<file path="src/rtl/fifo_wr_packer.sv">
// Write-domain front end for the async FIFO: packs IN_WIDTH-bit valid/ready beats
// into DATA_WIDTH-bit words and hands them to the FIFO under its full flag.
module fifo_wr_packer #(
  parameter int unsigned         IN_WIDTH   = 4,
  parameter int unsigned         DATA_WIDTH = 8,
  parameter logic [IN_WIDTH-1:0] PAD_VALUE  = '0,
  parameter int unsigned         CNT_WIDTH  = 16
) (
  input  logic                  wr_clk,
  input  logic                  rst,
  input  logic                  s_valid,
  output logic                  s_ready,
  input  logic [IN_WIDTH-1:0]   s_data,
  input  logic                  s_last,
  input  logic                  fifo_full,
  output logic                  fifo_wr_en,
  output logic [DATA_WIDTH-1:0] fifo_data,
  output logic [CNT_WIDTH-1:0]  word_count,
  output logic                  busy
);

  localparam int unsigned       RATIO     = DATA_WIDTH / IN_WIDTH;
  localparam int unsigned       LANE_W    = (RATIO > 1) ? $clog2(RATIO) : 1;
  localparam logic [LANE_W-1:0] LAST_LANE = LANE_W'(RATIO - 1);

  logic [DATA_WIDTH-1:0] acc;
  logic [DATA_WIDTH-1:0] word_c;
  logic [DATA_WIDTH-1:0] acc_upd_c;
  logic [LANE_W-1:0]     lane;
  logic                  out_valid;
  logic                  accept_c;
  logic                  complete_c;

  // The held word drains the same cycle the FIFO has room, so the input never stalls while it can.
  assign fifo_wr_en = out_valid && !fifo_full;
  assign s_ready    = !out_valid || !fifo_full;
  assign busy       = (lane != '0) || out_valid;
  assign accept_c   = s_valid && s_ready;
  assign complete_c = accept_c && ((lane == LAST_LANE) || s_last);

  // Completed word: filled lanes from acc, current lane from s_data, the rest padded.
  always_comb begin
    word_c    = '0;
    acc_upd_c = acc;
    for (int unsigned i = 0; i < RATIO; i++) begin
      if (LANE_W'(i) < lane) begin
        word_c[i*IN_WIDTH +: IN_WIDTH] = acc[i*IN_WIDTH +: IN_WIDTH];
      end else if (LANE_W'(i) == lane) begin
        word_c[i*IN_WIDTH +: IN_WIDTH]    = s_data;
        acc_upd_c[i*IN_WIDTH +: IN_WIDTH] = s_data;
      end else begin
        word_c[i*IN_WIDTH +: IN_WIDTH] = PAD_VALUE;
      end
    end
  end

  always_ff @(posedge wr_clk or posedge rst) begin
    if (rst) begin
      acc        <= '0;
      lane       <= '0;
      out_valid  <= 1'b0;
      fifo_data  <= '0;
      word_count <= '0;
    end else begin
      if (fifo_wr_en) begin
        word_count <= word_count + CNT_WIDTH'(1);
      end
      if (complete_c) begin
        // A completing beat is only accepted when the out register is empty or draining.
        fifo_data <= word_c;
        out_valid <= 1'b1;
        acc       <= '0;
        lane      <= '0;
      end else begin
        if (fifo_wr_en) begin
          out_valid <= 1'b0;
        end
        if (accept_c) begin
          acc  <= acc_upd_c;
          lane <= lane + LANE_W'(1);
        end
      end
    end
  end

endmodule

</file>
<file path="config.mk">
export PLATFORM = sky130hd
export DESIGN_NAME = fifo_wr_packer
export DESIGN_NICKNAME = d
export VERILOG_FILES = /design/src/rtl/fifo_wr_packer.sv
export SDC_FILE = /design/constraint.sdc
export NUM_CORES = 1
export LEC_CHECK = 0
export CAP_MARGIN = 20
export CORE_MARGIN = 4
export CORE_UTILIZATION = 40
export DETAILED_ROUTE_END_ITERATION = 7
export GPL_TIMING_DRIVEN = 0
export PLACE_DENSITY = 0.69
export SLEW_MARGIN = 20
export SYNTH_ARGS = -nofsm -noshare
export SYNTH_HDL_FRONTEND = slang
export SYNTH_SLANG_ARGS = --single-unit
</file>
<file path="constraint.sdc">
create_clock -name wr_clk -period 1.6 [get_ports wr_clk]
set_input_delay 0.32 -clock wr_clk [delete_from_list [all_inputs] [get_ports wr_clk]]
set_output_delay 0.32 -clock wr_clk [all_outputs]
set_load 0.05 [all_outputs]
</file>
---- Word-level counts from Yosys, hierarchy flattened ----
Index checks and enable logic that the tools add are counted.
cells by class
  order comparisons ....................... 2
  multiply operators ...................... 0
  reduce and logical (&&, ||, !) cells .... 13
  bitwise logic cells ..................... 0
  eq/ne operators ......................... 3
  shift-type cells ........................ 0
  div/mod/pow operators ................... 0
  muxes and demuxes ....................... 14
  add/subtract/negate cells ............... 2
operator list
  kind                   number
  $mux 4                 8
  $add 16x1->16 const B  1
  $mux 8                 2
  $reduce_and 3->1       2
  $reduce_bool 2->1      3
  $mux 1                 4
  $ne 2x2->1 const B     2
  $logic_and 1x1->1      3
  $logic_or 1x1->1       3
  $logic_not 1->1        2
  $lt 1x1->1 const A     2
  $ne 2x1->1 const B     1
  $add 1x1->1 const B    1
storage, ports and cells
  latch bits .............................. 0
  bits in writable memories ............... 0
  flip-flop bits (word level) ............. 34
  ROM bits ................................ 0
  logic and storage cells ................. 40
  bits of input ports ..................... 9
  memories ................................ 0
  output and inout bits ................... 27

---- Longest topological paths before layout ----
  depth in word-level cells ............... 6
  gate-level depth with buffers ........... 6

---- Least setup slack after synthesis ----
No wires, ideal clock.
  path kind ............................... register to register
  from .................................... reg word_count[2]
  to ...................................... reg word_count[11]
  data arrival time ....................... 1492 ps
  slack ................................... -33 ps
  required time ........................... 1459 ps
  library setup time ...................... 141 ps
  stages on the path, launching flop included .. 5
  clock period less this slack ............ 1633 ps
  cells stage by stage .................... dfrtp_1 -> and4b_2 -> and4_4 -> nand4_1 -> xnor2_1
between the ends
  word-level cells in the longest chain between the ends .. 1
RTL lines
  what                    line  source
  from (decl)             18    output logic [CNT_WIDTH-1:0] word_count,
  from (signal assigned)  66    word_count <= word_count + CNT_WIDTH'(1);
  $add 16x1->16           66
Every way passes these cells.
A chain may end at the register's enable or synchronous reset.

---- Final worst setup path ----
  from .................................... reg word_count[3]
  to ...................................... out word_count[3]
No word-level cell between the ends.

==> flow_summary_export.csv <==
group,metric,value,unit
clocking,hold_buffers,0,
sta,worst_pin_slew,512.7,ps
worst_setup_path,slowest_delay,520,ps
synthesis,postSynthAreaPerCell,11.85,um^2
floorplanning,coreArea,3078,um^2
run,maxCapViolCount,0,
synthesis,synth_top_area_cell,"dfrtp_1",
sta,fmax,644.4,MHz
synthesis,ys_seq_area_frac,0.5758,
min_path,hold_class,"in2async",
floorplanning,start_util,0.4236,
worst_setup_path,crit_chain,"clkdlybuf4s15_1",
sta,worst_slack,48.24,ps
placement,hpwl,2087,um
power,leakage,0.8063,nW
worst_setup_path,worstPathMaxFanout,3,
synthesis,netlist_area,1304,um^2
worst_setup_path,arrival,1230,ps
global_routing,grt_first_pass_wirelength,4616,um
power,combPwrFrac,0.432,
power,power-per-cell-area,1445,nW/um^2
sta,slew_viol_final,0,
clocking,clock_sinks,30,
sta,min_period,1552,ps
floorplanning,rows,20,
layout,fin_util,0.5833,
synthesis,syn_inst,110,
worst_setup_path,crit_family,"buffers and inverters",
clocking,insertion_delay,320,ps
synthesis,synth_top_cells_by_area,"dfrtp_1, xnor2_1, mux2i_1, nand4_1, nor2_1",
power,power,2.595,mW
clocking,clk_pin_slew_worst_paths,90,ps
layout,diodes,0,
worst_setup_path,cp-end-kind,"primary output",
layout,n_fill_cell,286,
layout,area_growth,37.72,%
synthesis,synth_top_area_share,0.5758,
route,drtPass1Iterations,4,
power,switching_share,0.4331,
placement,place_ws,-651.9,ps
route,drt_iter0_drc,55,
clocking,root_buffer,"clkbuf_4",
synthesis,synth_cell_types,29,
floorplanning,die_width,65.09,um
run_status,status,"complete, no violations",
clocking,cts_buffer_depth,2,
route,routed_wl,2717,um
worst_setup_path,crit_path_start_kind,"flop",
worst_setup_path,worst-path-stages,1,
global_routing,grt_overflow_total,0,
route,wl_per_cell,13.65,um
worst_setup_path,path_class,"reg2out",
route,antenna_left,0,
sta,slew-limit-headroom,0.6595,
layout,multi_input_area,529.3,um^2
sta,rsz0062_at_grt,"false",
power,p_seq_frac,0.408,
route,drc_errors,0,
sta,hold_viol,0,
synthesis,synth_warnings,0,
worst_setup_path,rr_worst_depth,7,
worst_setup_path,crit_buf_inv,1,
global_routing,grt_pass1_vias,1031,
power,clockPowerShare,0.160,
route,vias,979,
sta,finalCritPeriodShare,0.9699,
power,switchingPower,1.124,mW
clocking,tritoncts,"done",
placement,numPortBuffers,35,
worst_setup_path,cp_slowest_cell,"clkdlybuf4s15_1",
layout,fin_nets,164,
synthesis,ys_seq_elements,30,
global_routing,grt_max_degree,20,
worst_setup_path,crit_required,1280,ps
global_routing,track_usage,0.1464,
worst_setup_path,r2r_start,"lane",
sta,setup_viol,0,
clocking,cts_made_buffers,5,
route,via_per_inst,4.920,
power,intPower,1.471,mW
floorplanning,ios,36,
power,ir_drop,980.2,uV
layout,layout-drive-gt1-share,0.2581,
floorplanning,dieArea,4237,um^2
clocking,htreeDepth,2,
worst_setup_path,timing.rr.end,"fifo_data[2]",
worst_setup_path,reg2reg_slack,260,ps
floorplanning,die_h,65.09,um
sta,fin_worst_skew,2.151,ps
global_routing,grt_antenna_before_repair,0,
synthesis,synth_nets,120,
placement,gp_congestion,0.7728,
layout,seqCellArea,753.2,um^2
kinds of logic after synthesis:
group	count (synthesis)	share of synthesized area
AO/OA/AOI/OAI	11	0.05661
XOR/XNOR	15	0.1008
adder cells (fa/ha/maj)	1	0.009595
buffers and inverters	6	0.02111
flip-flops	30	0.5758
multiplexers	9	0.07102
AND/OR/NAND/NOR	38	0.1651
flip-flops by register name, indices dropped and copies added (netlist names):
| name | flops |
|---|---|
| fifo_data | 8 |
| out_valid | 1 |
| word_count | 16 |
| acc | 4 |
| lane | 1 |
how the worst max path moves through the flow:
stage,endpoint,startpoint,slack [ps]
2_1_floorplan,word_count[8],word_count[0],30
3_3_place_gp,fifo_wr_en,fifo_full,-660
3_5_place_dp,fifo_wr_en,fifo_full,-650
4_1_cts,word_count[14],word_count[14],7
5_1_grt,fifo_wr_en,fifo_full,5
6_report,word_count[3],word_count[3],50
power groups by stage:
stage | logic, mW | registers [mW] | clock network, mW
5_1_grt | 1.18 | 1.09 | 0.475
3_3_place_gp | 1.14 | 1.06 | 0
4_1_cts | 1.14 | 1.06 | 0.434
6_report | 1.12 | 1.06 | 0.415
3_5_place_dp | 1.16 | 1.07 | 0
2_1_floorplan | 0.325 | 1.50 | 0
final cells by class:
| class | count | share of cell area |
|---|---|---|
| Sequential cell | 30 | 0.4195 |
| Multi-Input combinational cell | 74 | 0.2948 |
| Timing Repair Buffer | 37 | 0.2084 |
| Tap cell | 44 | 0.03066 |
| Clock buffer | 8 | 0.02718 |
| Buffer | 3 | 0.01324 |
| Inverter | 3 | 0.006272 |
synth_stat cells:
master and number:
nor3_2 1, and4b_2 1, clkbuf_1 1, mux2i_1 7, buf_4 1, and4_4 1, a21oi_1 5, xnor2_1 13
and2_1 1, inv_1 3, ha_1 1, dfrtp_1 30, o21ai_2 1, o21ai_0 1, nand4_1 6, nand3_1 5
and4_1 1, nand2_1 6, nor2_1 10, or2_2 1, and3_1 1, a22o_1 4, nor2_4 1, nor2b_1 1
buf_2 1, and2_2 1, mux2_2 2, xor2_1 2, and3_2 1
per-layer routing:
layer  global-route usage  routed length (um)  up-vias
met1               0.1522                1110      473
met2               0.2682                1415       31
met3              0.06325                 164        2
met4              0.03886                  27        0
li1                     -                   -      473
met5                    0                   0        -
metrics by stage:
stage               TNS, ps  hold slack [ps]  area (um^2)  std cells
floorplan                 0            410.7         1306        110
global placement      -5397            462.9         1712        189
detailed placement    -3502            462.1         1739        190
CTS                       0            342.5         1810        199
global route              0            361.4         1795        199
finish                    0            342.6         1795        199
cells in the final DEF (no fill, tap or decap), types with 2 or more instances in the layout:
master / count
clkdlybuf4s15_1: 6
clkbuf_1: 3
mux2i_1: 7
nand2_1: 6
clkbuf_2: 5
xor2_1: 2
dfrtp_2: 2
buf_6: 3
inv_1: 2
nor2_1: 10
mux2_2: 2
clkbuf_4: 5
a22o_1: 4
clkdlybuf4s50_1: 8
buf_4: 2
xnor2_1: 13
nand3_1: 5
dlygate4sd2_1: 4
a21oi_1: 5
dfrtp_1: 28
nand4_1: 6
clkdlybuf4s15_2: 9
repair_timing:
item | 4_1_cts | 5_1_grt
buffers inserted | 1 | 0
setup endpoints to repair | 27 | 12
cloned | 0 | 0
gates resized for setup | 73 | 14
No activity file was read; power rests on OpenSTA's default activity.
